===== config.mk =====
export PLATFORM = sky130hd
export DESIGN_NAME = debounce_fsm_flat
export DESIGN_NICKNAME = d
export VERILOG_FILES = /design/src/rtl/debounce_fsm_pkg.sv /design/src/rtl/debounce_fsm_if.sv /design/src/rtl/debounce_fsm_sync_ff.sv /design/src/rtl/debounce_fsm.sv /design/src/flat_wrapper.sv
export SDC_FILE = /design/constraint.sdc
export NUM_CORES = 1
export LEC_CHECK = 0
export ABC_AREA = 1
export BUFFER_PORTS_ARGS = -buffer_cell sky130_fd_sc_hd__clkbuf_2
export CORE_AREA = 2 2 39 41
export DETAILED_ROUTE_END_ITERATION = 10
export DIE_AREA = 0 0 41 43
export GPL_TIMING_DRIVEN = 0
export PLACE_DENSITY = 0.44
export SYNTH_ARGS = -nofsm -noshare
export SYNTH_HDL_FRONTEND = slang
export SYNTH_HIERARCHICAL = 1
export SYNTH_SLANG_ARGS = --single-unit

===== constraint.sdc =====
create_clock -name clk -period 1.25 [get_ports clk]
set_clock_uncertainty 0.1 [all_clocks]
set_input_delay 0.125 -clock clk [delete_from_list [all_inputs] [get_ports clk]]
set_output_delay 0.125 -clock clk [all_outputs]
set_load 0.02 [all_outputs]

===== src/rtl/debounce_fsm_pkg.sv =====
// Shared definitions for the push-button debouncers: FSM state encodings
// and a helper deciding which states present a high debounced level.
package debounce_fsm_pkg;

    typedef enum logic [1:0] {
        StZero  = 2'd0,
        StWait1 = 2'd1,
        StOne   = 2'd2,
        StWait0 = 2'd3
    } state_e;

    // The level only flips once a change is accepted, so WAIT0 still reads high.
    function automatic logic is_high_level(state_e st);
        return (st == StOne) || (st == StWait0);
    endfunction

endpackage


===== src/rtl/debounce_fsm_if.sv =====
// Signal bundle between the tick/button side and the debouncer outputs.
interface debounce_fsm_if;

    logic tick;
    logic sw_in;
    logic db_level;
    logic db_rise;
    logic db_fall;

    modport master (
        output tick,
        output sw_in,
        input  db_level,
        input  db_rise,
        input  db_fall
    );

    modport slave (
        input  tick,
        input  sw_in,
        output db_level,
        output db_rise,
        output db_fall
    );

endinterface


===== src/rtl/debounce_fsm_sync_ff.sv =====
// Multi-flop synchronizer for a raw asynchronous input; clears to 0 on reset.
module debounce_fsm_sync_ff #(
    parameter int unsigned STAGES = 2
) (
    input  logic clk,
    input  logic reset,
    input  logic d_i,
    output logic q_o
);

    logic [STAGES-1:0] sync_q;
    logic [STAGES-1:0] sync_d;

    // Shift the raw input one stage further along the chain each clock.
    always_comb begin
        sync_d = {sync_q[STAGES-2:0], d_i};
    end

    // Chain registers, asynchronously cleared.
    always_ff @(posedge clk or posedge reset) begin
        if (reset) begin
            sync_q <= '0;
        end else begin
            sync_q <= sync_d;
        end
    end

    assign q_o = sync_q[STAGES-1];

endmodule


===== src/rtl/debounce_fsm.sv =====
// Button debouncer: accepts a level change only after the synchronized input
// has held steady across STABLE_TICKS counted sample ticks, and emits
// registered level plus one-cycle rise/fall pulses.
module debounce_fsm
    import debounce_fsm_pkg::*;
#(
    parameter int unsigned STABLE_TICKS = 3,
    parameter int unsigned SYNC_STAGES  = 2
) (
    input  logic           clk,
    input  logic           reset,
    debounce_fsm_if.slave  bus
);

    localparam int unsigned      CntW    = $clog2(STABLE_TICKS + 1);
    localparam logic [CntW-1:0]  CntLast = CntW'(STABLE_TICKS - 1);
    localparam logic [CntW-1:0]  CntMax  = CntW'(STABLE_TICKS);

    logic            sw_s;
    state_e          state_q, state_d;
    logic [CntW-1:0] cnt_q, cnt_d;
    logic            level_q, level_d;
    logic            rise_q, rise_d;
    logic            fall_q, fall_d;

    debounce_fsm_sync_ff #(
        .STAGES (SYNC_STAGES)
    ) u_sync (
        .clk   (clk),
        .reset (reset),
        .d_i   (bus.sw_in),
        .q_o   (sw_s)
    );

    // Next state, stability count and output values. A revert beats a tick in
    // the same cycle, and the entry cycle into a WAIT state never counts.
    always_comb begin
        state_d = state_q;
        cnt_d   = cnt_q;
        rise_d  = 1'b0;
        fall_d  = 1'b0;
        unique case (state_q)
            StZero: begin
                if (sw_s) begin
                    state_d = StWait1;
                    cnt_d   = '0;
                end
            end
            StWait1: begin
                if (!sw_s) begin
                    state_d = StZero;
                    cnt_d   = '0;
                end else if (bus.tick) begin
                    if (cnt_q == CntLast) begin
                        state_d = StOne;
                        cnt_d   = '0;
                        rise_d  = 1'b1;
                    end else if (cnt_q != CntMax) begin
                        cnt_d = cnt_q + CntW'(1);
                    end
                end
            end
            StOne: begin
                if (!sw_s) begin
                    state_d = StWait0;
                    cnt_d   = '0;
                end
            end
            StWait0: begin
                if (sw_s) begin
                    state_d = StOne;
                    cnt_d   = '0;
                end else if (bus.tick) begin
                    if (cnt_q == CntLast) begin
                        state_d = StZero;
                        cnt_d   = '0;
                        fall_d  = 1'b1;
                    end else if (cnt_q != CntMax) begin
                        cnt_d = cnt_q + CntW'(1);
                    end
                end
            end
        endcase
        level_d = is_high_level(state_d);
    end

    // FSM, counter and registered outputs; reset drops any pending change.
    always_ff @(posedge clk or posedge reset) begin
        if (reset) begin
            state_q <= StZero;
            cnt_q   <= '0;
            level_q <= 1'b0;
            rise_q  <= 1'b0;
            fall_q  <= 1'b0;
        end else begin
            state_q <= state_d;
            cnt_q   <= cnt_d;
            level_q <= level_d;
            rise_q  <= rise_d;
            fall_q  <= fall_d;
        end
    end

    assign bus.db_level = level_q;
    assign bus.db_rise  = rise_q;
    assign bus.db_fall  = fall_q;

endmodule


===== src/flat_wrapper.sv =====
// flat-port wrapper written by rule: the top's interface ports become plain ports
module debounce_fsm_flat import debounce_fsm_pkg::*;
#(
    parameter int unsigned STABLE_TICKS = 3,
    parameter int unsigned SYNC_STAGES  = 2
)
  (clk, reset, bus_tick, bus_sw_in, bus_db_level, bus_db_rise, bus_db_fall);
  debounce_fsm_if bus_i ();
  input  logic clk;
  input  logic reset;
  input wire logic [$bits(bus_i.tick)-1:0] bus_tick;
  input wire logic [$bits(bus_i.sw_in)-1:0] bus_sw_in;
  output wire logic [$bits(bus_i.db_level)-1:0] bus_db_level;
  output wire logic [$bits(bus_i.db_rise)-1:0] bus_db_rise;
  output wire logic [$bits(bus_i.db_fall)-1:0] bus_db_fall;
  assign bus_i.tick = bus_tick;
  assign bus_i.sw_in = bus_sw_in;
  assign bus_db_level = bus_i.db_level;
  assign bus_db_rise = bus_i.db_rise;
  assign bus_db_fall = bus_i.db_fall;
  debounce_fsm #(.STABLE_TICKS(STABLE_TICKS), .SYNC_STAGES(SYNC_STAGES)) u_core (.clk(clk), .reset(reset), .bus(bus_i));
endmodule

==> results of run 1 <==
area by class of cell:
| type | instances | area (µm²) | area share |
|---|---|---|---|
| clock buffer | 3 | 22.5 | 0.0507 |
| multi-input combinational | 22 | 114 | 0.256 |
| sequential | 8 | 200 | 0.451 |
| inverter | 8 | 30.0 | 0.0676 |
| timing repair buffer | 9 | 57.6 | 0.130 |
| tap | 16 | 20.0 | 0.0451 |
registers in the layout, indices dropped and copies added (netlist names):
name,count
u_core/bus.db_rise,1
u_core/u_sync/sync_q,2
u_core/cnt_q,2
u_core/bus.db_fall,1
u_core/state_q,2
synth_stat cells:
library cell and instances:
dfrtp_1 8, ha_1 1, inv_1 8, nand2_1 10, nand2_2 3, nand3_1 2
nand3_2 1, nand4_1 2, nor2_1 2, o21ai_1 1
path summary, 6_finish.rpt:
check,endpoint,slack [ns],depth (start not counted),start
max in group asynchronous,u_core/state_q[0]$_DFF_PP0_,0.63,3,reset
hold / removal,u_core/bus.db_fall$_DFF_PP0_,0.09,3,bus_tick
min in group asynchronous,u_core/u_sync/sync_q[1]$_DFF_PP0_,0.17,3,reset
hold reg to reg,u_core/u_sync/sync_q[1]$_DFF_PP0_,0.25,0,u_core/u_sync/sync_q[0]$_DFF_PP0_
setup / recovery,u_core/cnt_q[0]$_DFFE_PP0P_,0.09,6,u_core/cnt_q[0]$_DFFE_PP0P_
setup reg to reg,u_core/cnt_q[0]$_DFFE_PP0P_,0.09,6,u_core/cnt_q[0]$_DFFE_PP0P_
power by group through the flow:
stage | logic [mW] | registers [mW] | clock network (mW)
after global placement | 0.168 | 0.354 | 0
after global routing | 0.220 | 0.356 | 0.219
after CTS | 0.177 | 0.349 | 0.198
final | 0.191 | 0.346 | 0.187
after detailed placement | 0.172 | 0.354 | 0
after floorplan | 0.112 | 0.362 | 0
through the flow:
step / power, mW / std cells
after floorplan: 0.473 / 38
after global placement: 0.521 / 60
after detailed placement: 0.526 / 60
after CTS: 0.725 / 65
after global routing: 0.795 / 66
final: 0.724 / 66
worst max-delay path, cell delays in order, from the launching register on:
cell,delay (ns)
dfrtp_1,0.37
inv_1,0.06
ha_1,0.29
nand2_1,0.07
nand2_1,0.05
nand3_1,0.07
nand2_1,0.05
metal layers:
metal | share of wire | GRT usage | vias to the layer above | wire (µm)
met2 | 0.46 | 0.109 | 8 | 249
li1 | - | - | 142 | -
met3 | 0.077 | 0.0942 | 2 | 42
met4 | 0.011 | 0.0400 | 0 | 6
met5 | 0 | 0 | - | 0
met1 | 0.45 | 0.113 | 118 | 243
repair_timing:
action	4_1_cts	5_1_grt
hold endpoints to repair	9	0
buffers inserted	0	1
endpoints found under the setup margin	0	1
hold buffers	2	0
logic make-up (layout without fill, tap and decap cells):
family                     count (synthesis)  count (layout)  share of synthesized area
AOI/OAI and AO/OA                          1               1                     0.0145
adders and majority gates                  1               1                     0.0364
buffers and inverters                      8              20                     0.0873
DFF                                        8               8                      0.582
and+or+nand+nor                           20              20                      0.280
cells in the final DEF, fill, tap and decap left out, drive strengths merged:
cell type / Yosys / layout
buf: 0 / 1
nor2: 2 / 2
nand3: 3 / 3
o21ai: 1 / 1
nand4: 2 / 2
dlygate4sd3: 0 / 2
nand2: 13 / 13
dfrtp: 8 / 8
inv: 8 / 8
ha: 1 / 1
clkbuf: 0 / 9
==> impl_metrics.ini, run 1 <==
[worst_setup_path]
path_class = flip-flop to flip-flop
worstSetupEndpointType = flip-flop
crit_fanout = 3
start_kind = flip-flop
crit_required_ns = 1.29
crit_arrival_ns = 1.20

[placed_design]
hpwl_um = 428
gp_congestion = 0.657
numPortBuffers = 6
dp_slack_ns = 0.0650
placed_cell_area_um2 = 394

[hold_path]
hold_class = input pin to flip-flop

[floorplan]
io_pins = 7
die_h_um = 43
dieArea_um2 = 1760
die_x_um = 41
rows = 14
core-area_um2 = 1380
start_util = 0.249

[yosys]
yosysSeqAreaShare = 0.582
synth.avg_cell_area_um2 = 9.05
synth_cell_type_count = 10
synth_top_area_cell = dfrtp_1
synth_seq_cells = 8
netlist_top_cells_area = dfrtp_1, nand2_1, inv_1
synth_nets = 43
syn_area_um2 = 344
synth_warnings = 6
synth_top_area_share = 0.582
synthCells = 38

[finish]
utilization = 0.321
layout-drive-gt1-share = 0.280
num-nets-final = 57
fillers = 161
areaGrowthSynthToFinish_pct = 29.1
final_area_um2 = 444
antennaDiodeCount = 0

[timing]
max_freq_mhz = 861
relSlewSlack = 0.846
worst_slew_pin_slew_ns = 0.231
hold_slack_ns = 0.0928
period_minus_slack_ns = 1.16
final.setup.tns_ns = 0
drv_slew = 0
setup_ws_ns = 0.0888
finalCritPeriodShare = 0.929
hold_violations = 0
setup_viol = 0
rsz0062_at_grt = no

[global_route]
grt_max_degree = 7
grt_pass1_vias = 242
grt_use_total = 0.0942
grt_antenna_before_repair = 0
overflow = 0
grt_pass1_wl_um = 1010

[cts]
clk_latency_ns = 0.25
cts_resized = 0
cts_tree = done
root_buffer = clkbuf_4
cts_buffers = 3
htreeDepth = 1
clock-sinks = 8
cts_buffer_depth = 2
cts.reportedPaths.clkPinSlew_ns = 0.05

[power]
clockPowerShare = 0.258
power.density_nw_per_um2 = 1630
power_frac_comb = 0.264
swShare = 0.321
leakage_nw = 0.252
internal-power_mw = 0.491
vdd_drop_max_v = 0.000663
switchingPower_mw = 0.233
sequentialPowerShare = 0.478

[flow_run]
drv_cap = 0

[drt]
routed_wl_um = 542
drt_first_pass_iters = 4
wl_per_cell_um = 8.21
vias = 270
drc = 0
routed_via_density = 4.09
ant_nets = 0
dr.first_iter.drc_count = 2

[run_status]
status = finished clean
(Power assumes the default switching activity.)
==> inputs of run 2 (changes only) <==
--- a/config.mk
+++ b/config.mk
@@ -11,7 +11,7 @@
 export DETAILED_ROUTE_END_ITERATION = 10
 export DIE_AREA = 0 0 41 43
 export GPL_TIMING_DRIVEN = 0
-export PLACE_DENSITY = 0.44
+export PLACE_DENSITY_LB_ADDON = 0.1
 export SYNTH_ARGS = -nofsm -noshare
 export SYNTH_HDL_FRONTEND = slang
 export SYNTH_HIERARCHICAL = 1
==> run 2 against run 1 <==
Worst hold slack barely moved. Fmax fell by 1.1%. Register-to-register slack barely moved. Critical path type unchanged. Design area fell by 1.7%. Routed wire length rose by 2.0%. Highest routed layer is now met3. Clock power fell by 3%. Non-clock buffer count fell by 1. First-iteration DRC count rose to 3.5 times the previous value. Die area did not move. Worst setup slack got worse by 0.013 ns. Combinational power fell by 8%.
==> impl_metrics.ini, run 2 (same netlist as run 1, synthesis figures left out) <==
[cts]
clock-sinks = 8
root_buffer = clkbuf_4
clk_latency_ns = 0.24
cts_buffers = 3
cts.reportedPaths.clkPinSlew_ns = 0.05
cts_tree = done
cts_setup_buffers = 0
cts_buffer_depth = 2
htreeDepth = 1

[timing]
relSlewSlack = 0.846
setup_viol = 0
rsz0062_at_grt = no
period_minus_slack_ns = 1.17
finalCritPeriodShare = 0.939
max_freq_mhz = 852
drv_slew = 0
worst_slew_pin_slew_ns = 0.231
hold_slack_ns = 0.0928
hold_violations = 0
final.setup.tns_ns = 0

[finish]
biggestRegsByFlops = u_core/cnt_q x2, u_core/state_q x2, u_core/u_sync/sync_q x2
most-common-layout-cells = nand2_1, inv_1, dfrtp_1
areaGrowthSynthToFinish_pct = 26.9
final_common_cell = nand2_1
num-nets-final = 56
layout-drive-gt1-share = 0.265
antennaDiodeCount = 0

[hold_path]
min_from = bus_tick
hold_class = input pin to flip-flop

[worst_setup_path]
worstSetupEndpointType = flip-flop
crit_required_ns = 1.28
crit_chain = inv_1, ha_1, nand2_1, nand2_1, nand3_1, nand2_1
slowest_delay_ns = 0.38
crit_fanout = 4
path_class = flip-flop to flip-flop
crit_arrival_ns = 1.21
cp_slowest_cell = dfrtp_1
startpoint = u_core/cnt_q[0]$_DFFE_PP0P_
crit_top_cell = nand2_1
start_kind = flip-flop
path_delay_family = flip-flops
crit_buf_inv = 1
r2r-start = u_core/cnt_q[0]$_DFFE_PP0P_

[flow_run]
drv_cap = 0

[floorplan]
dieArea_um2 = 1760
rows = 14
io_pins = 7
core-area_um2 = 1380
die_h_um = 43
die_x_um = 41
start_util = 0.249

[drt]
routed_wl_um = 553
wl_per_cell_um = 8.51
routed_via_density = 4.31
dr.first_iter.drc_count = 7
drc = 0
drt_first_pass_iters = 4
vias = 280
ant_nets = 0

[placed_design]
numPortBuffers = 6
hpwl_um = 454
gp_congestion = 0.693

[global_route]
grt_max_degree = 7
grt_use_total = 0.0872
overflow = 0
grt_antenna_before_repair = 0
grt_pass1_wl_um = 917
grt_pass1_vias = 221

[run_status]
status = finished clean

[power]
power.density_nw_per_um2 = 1620
leakage_nw = 0.247
vdd_drop_max_v = 0.000506
## run 2: cell types whose count changed in the layout (fill, tap and decap cells not counted), sizes merged
cell and delta:
buf -1
## run 2: metrics by stage
step	util	setup slack [ns]	instance area, µm²	total power [mW]	instances
after floorplan	-	0.152	344	0.473	38
final	0.316	0.0759	437	0.707	65
after CTS	0.316	0.0677	437	0.725	65
after global routing	0.316	0.0114	437	0.777	65
after detailed placement	0.285	0.0820	394	0.523	60
after global placement	0.285	0.0967	394	0.520	60
## run 2: routing by layer
layer,share of wire,track usage
met1,0.44,0.0963
met3,0.061,0.0314
met2,0.50,0.113
met5,0,0
met4,0,0.100
## run 2: layout make-up
class	instances	area, µm²
Sequential cell	8	200
Clock buffer	3	22.5
Timing Repair Buffer	8	50.0
Tap cell	16	20.0
Inverter	8	30.0
Multi-Input combinational cell	22	114
Fill cell	144	947
## run 2: path summary, 6_finish.rpt
path	depth (start not counted)	endpoint	slack [ns]
worst max-delay path	6	u_core/cnt_q[0]$_DFFE_PP0P_	0.08
min in group asynchronous	3	u_core/u_sync/sync_q[0]$_DFF_PP0_	0.17
worst max register to register	6	u_core/cnt_q[0]$_DFFE_PP0P_	0.08
worst min register to register	0	u_core/u_sync/sync_q[1]$_DFF_PP0_	0.26
max in group asynchronous	3	u_core/bus.db_rise$_DFF_PP0_	0.62
worst min-delay path	3	u_core/bus.db_fall$_DFF_PP0_	0.09
## run 2: worst reg2reg max path: stages (launching register included)
cell     delay (ns)
dfrtp_1        0.38
inv_1          0.06
ha_1           0.28
nand2_1        0.07
nand2_1        0.05
nand3_1        0.07
nand2_1        0.05
## run 2: what timing repair did
item,4_1_cts,5_1_grt
hold endpoints to repair,9,0
hold buffers,2,0
gates resized for setup,0,0
## run 2: report_power, final
group | switching [mW] | internal (mW) | total [mW]
Sequential | 0.0452 | 0.304 | 0.349
Combinational | 0.111 | 0.0650 | 0.176
Clock | 0.0734 | 0.109 | 0.182
Total | 0.229 | 0.478 | 0.707
==> inputs of run 3 (changes only) <==
--- a/config.mk
+++ b/config.mk
@@ -12,6 +12,7 @@
 export DIE_AREA = 0 0 41 43
 export GPL_TIMING_DRIVEN = 0
 export PLACE_DENSITY_LB_ADDON = 0.1
+export SETUP_SLACK_MARGIN = 0.5
 export SYNTH_ARGS = -nofsm -noshare
 export SYNTH_HDL_FRONTEND = slang
 export SYNTH_HIERARCHICAL = 1
==> run 3 against run 2 <==
Global-route usage grew 0.44 points. Critical path type unchanged. Largest cell class unchanged. Largest power group unchanged. Count of clock-buffer cells in the layout increased by 1. Die area unchanged.
==> impl_metrics.ini, run 3 (same netlist as run 1, synthesis figures left out) <==
[run_status]
status = finished clean

[power]
power_mw = 0.788
switchingPower_mw = 0.253
power_frac_comb = 0.299
power.density_nw_per_um2 = 1610
clockPowerShare = 0.259
leakage_nw = 0.268
swShare = 0.321
sequentialPowerShare = 0.442
internal-power_mw = 0.535
vdd_drop_max_v = 0.000677

[worst_setup_path]
ff2ff_setup_slack_ns = 0.12
crit_fanout = 2
r2r.worst_path.cells = 5
crit_chain = ha_1, nand2_1, nand2_1, nand3_1, nand2_1
slowest_delay_ns = 0.38
cp.depth = 5
crit_buf_inv = 0
crit_required_ns = 1.28
crit_top_cell = nand2_1
path_class = flip-flop to flip-flop
worstSetupEndpointType = flip-flop
r2r-start = u_core/cnt_q[1]$_DFFE_PP0P_
cp_slowest_cell = dfrtp_1
start_kind = flip-flop
worstReg2RegEnd = u_core/cnt_q[0]$_DFFE_PP0P_
crit_arrival_ns = 1.16
path_delay_family = flip-flops

[timing]
setup_viol = 0
max_freq_mhz = 886
relSlewSlack = 0.845
rsz0062_at_grt = yes
period_minus_slack_ns = 1.13
worst_slew_pin_slew_ns = 0.232
hold_violations = 0
drv_slew = 0
hold_slack_ns = 0.0916
finalCritPeriodShare = 0.903
final.setup.tns_ns = 0

[finish]
fin_cells = 69
antennaDiodeCount = 0
final_common_cell = nand2_1
biggestRegsByFlops = u_core/cnt_q x2, u_core/state_q x2, u_core/u_sync/sync_q x2
utilization = 0.354
most-common-layout-cells = nand2_1, inv_1, dfrtp_1
layout-drive-gt1-share = 0.358
num-nets-final = 59
fillers = 145
areaGrowthSynthToFinish_pct = 42.2

[placed_design]
numPortBuffers = 6
place_inst = 60
gp_congestion = 0.661
hpwl_um = 457

[cts]
cts_tree = done
clock-sinks = 8
htreeDepth = 1
clk_latency_ns = 0.25
root_buffer = clkbuf_4
cts_buffer_depth = 2
cts_buffers = 3
cts.reportedPaths.clkPinSlew_ns = 0.06

[global_route]
overflow = 0
grt_max_degree = 7
grt_pass1_wl_um = 1040
grt_pass1_vias = 271
grt_use_total = 0.0916
grt_antenna_before_repair = 0

[drt]
ant_nets = 0
routed_via_density = 4.28
drt_first_pass_iters = 1
routed_wl_um = 637
dr.first_iter.drc_count = 0
wl_per_cell_um = 9.23
vias = 295
drc = 0

[floorplan]
rows = 14
die_h_um = 43
io_pins = 7
core-area_um2 = 1380
die_x_um = 41
dieArea_um2 = 1760
start_util = 0.249

[hold_path]
hold_class = input pin to flip-flop
min_to = u_core/bus.db_fall$_DFF_PP0_
whs_path_depth = 3
min_from = bus_tick

[flow_run]
drv_cap = 0
run 3: per-layer routing:
metal / GRT usage / vias up / part of all wire
met2: 0.125 / 6 / 0.50
li1: - / 148 / -
met1: 0.118 / 139 / 0.43
met5: 0 / - / 0
met4: 0.0600 / 0 / 0.024
met3: 0.0314 / 2 / 0.039
run 3: worst max-delay path by stage:
stage                                           start                     endpoint  slack [ns]
after global placement    u_core/cnt_q[0]$_DFFE_PP0P_  u_core/cnt_q[0]$_DFFE_PP0P_        0.14
after detailed placement  u_core/cnt_q[0]$_DFFE_PP0P_  u_core/cnt_q[0]$_DFFE_PP0P_        0.09
after CTS                 u_core/cnt_q[0]$_DFFE_PP0P_  u_core/cnt_q[0]$_DFFE_PP0P_        0.13
final                     u_core/cnt_q[1]$_DFFE_PP0P_  u_core/cnt_q[0]$_DFFE_PP0P_        0.12
after floorplan           u_core/cnt_q[0]$_DFFE_PP0P_  u_core/cnt_q[0]$_DFFE_PP0P_        0.19
after global routing      u_core/cnt_q[1]$_DFFE_PP0P_  u_core/cnt_q[0]$_DFFE_PP0P_        0.05
run 3: layout make-up:
type	instances	area, µm²	area share
flip-flops and latches	8	201	0.412
multi-input cells	22	116	0.238
repair buffers	11	95.1	0.194
inverters	8	30.0	0.0614
clock buffers	4	26.3	0.0537
well taps	16	20.0	0.0409
run 3: worst min-delay path: cells and delay by family:
| family | cells | cell delay (ns) |
|---|---|---|
| and+or+nand+nor | 2 | 0.17 |
| buffers and inverters | 1 | 0.11 |
run 3: what timing repair did:
action / 4_1_cts / 5_1_grt
resized for setup: 0 / 11
endpoints found under the hold margin: 9 / 0
gates cloned: 0 / 0
setup buffers: 2 / 1
endpoints found under the setup margin: 9 / 9
hold buffers: 2 / 0
pin swaps: 1 / 3
run 3: power groups by stage:
| stage | Sequential, mW | Clock [mW] | Combinational, mW |
|---|---|---|---|
| floorplan | 0.367 | 0 | 0.112 |
| global placement | 0.357 | 0 | 0.169 |
| detailed placement | 0.357 | 0 | 0.174 |
| CTS | 0.345 | 0.215 | 0.209 |
| global route | 0.355 | 0.237 | 0.270 |
| finish | 0.349 | 0.204 | 0.236 |
run 3: per-stage QoR:
stage	cell area (µm²)	worst slack, ns
2_1_floorplan	345	0.191
3_3_place_gp	395	0.138
3_5_place_dp	395	0.0875
4_1_cts	457	0.129
5_1_grt	489	0.0512
6_report	489	0.121
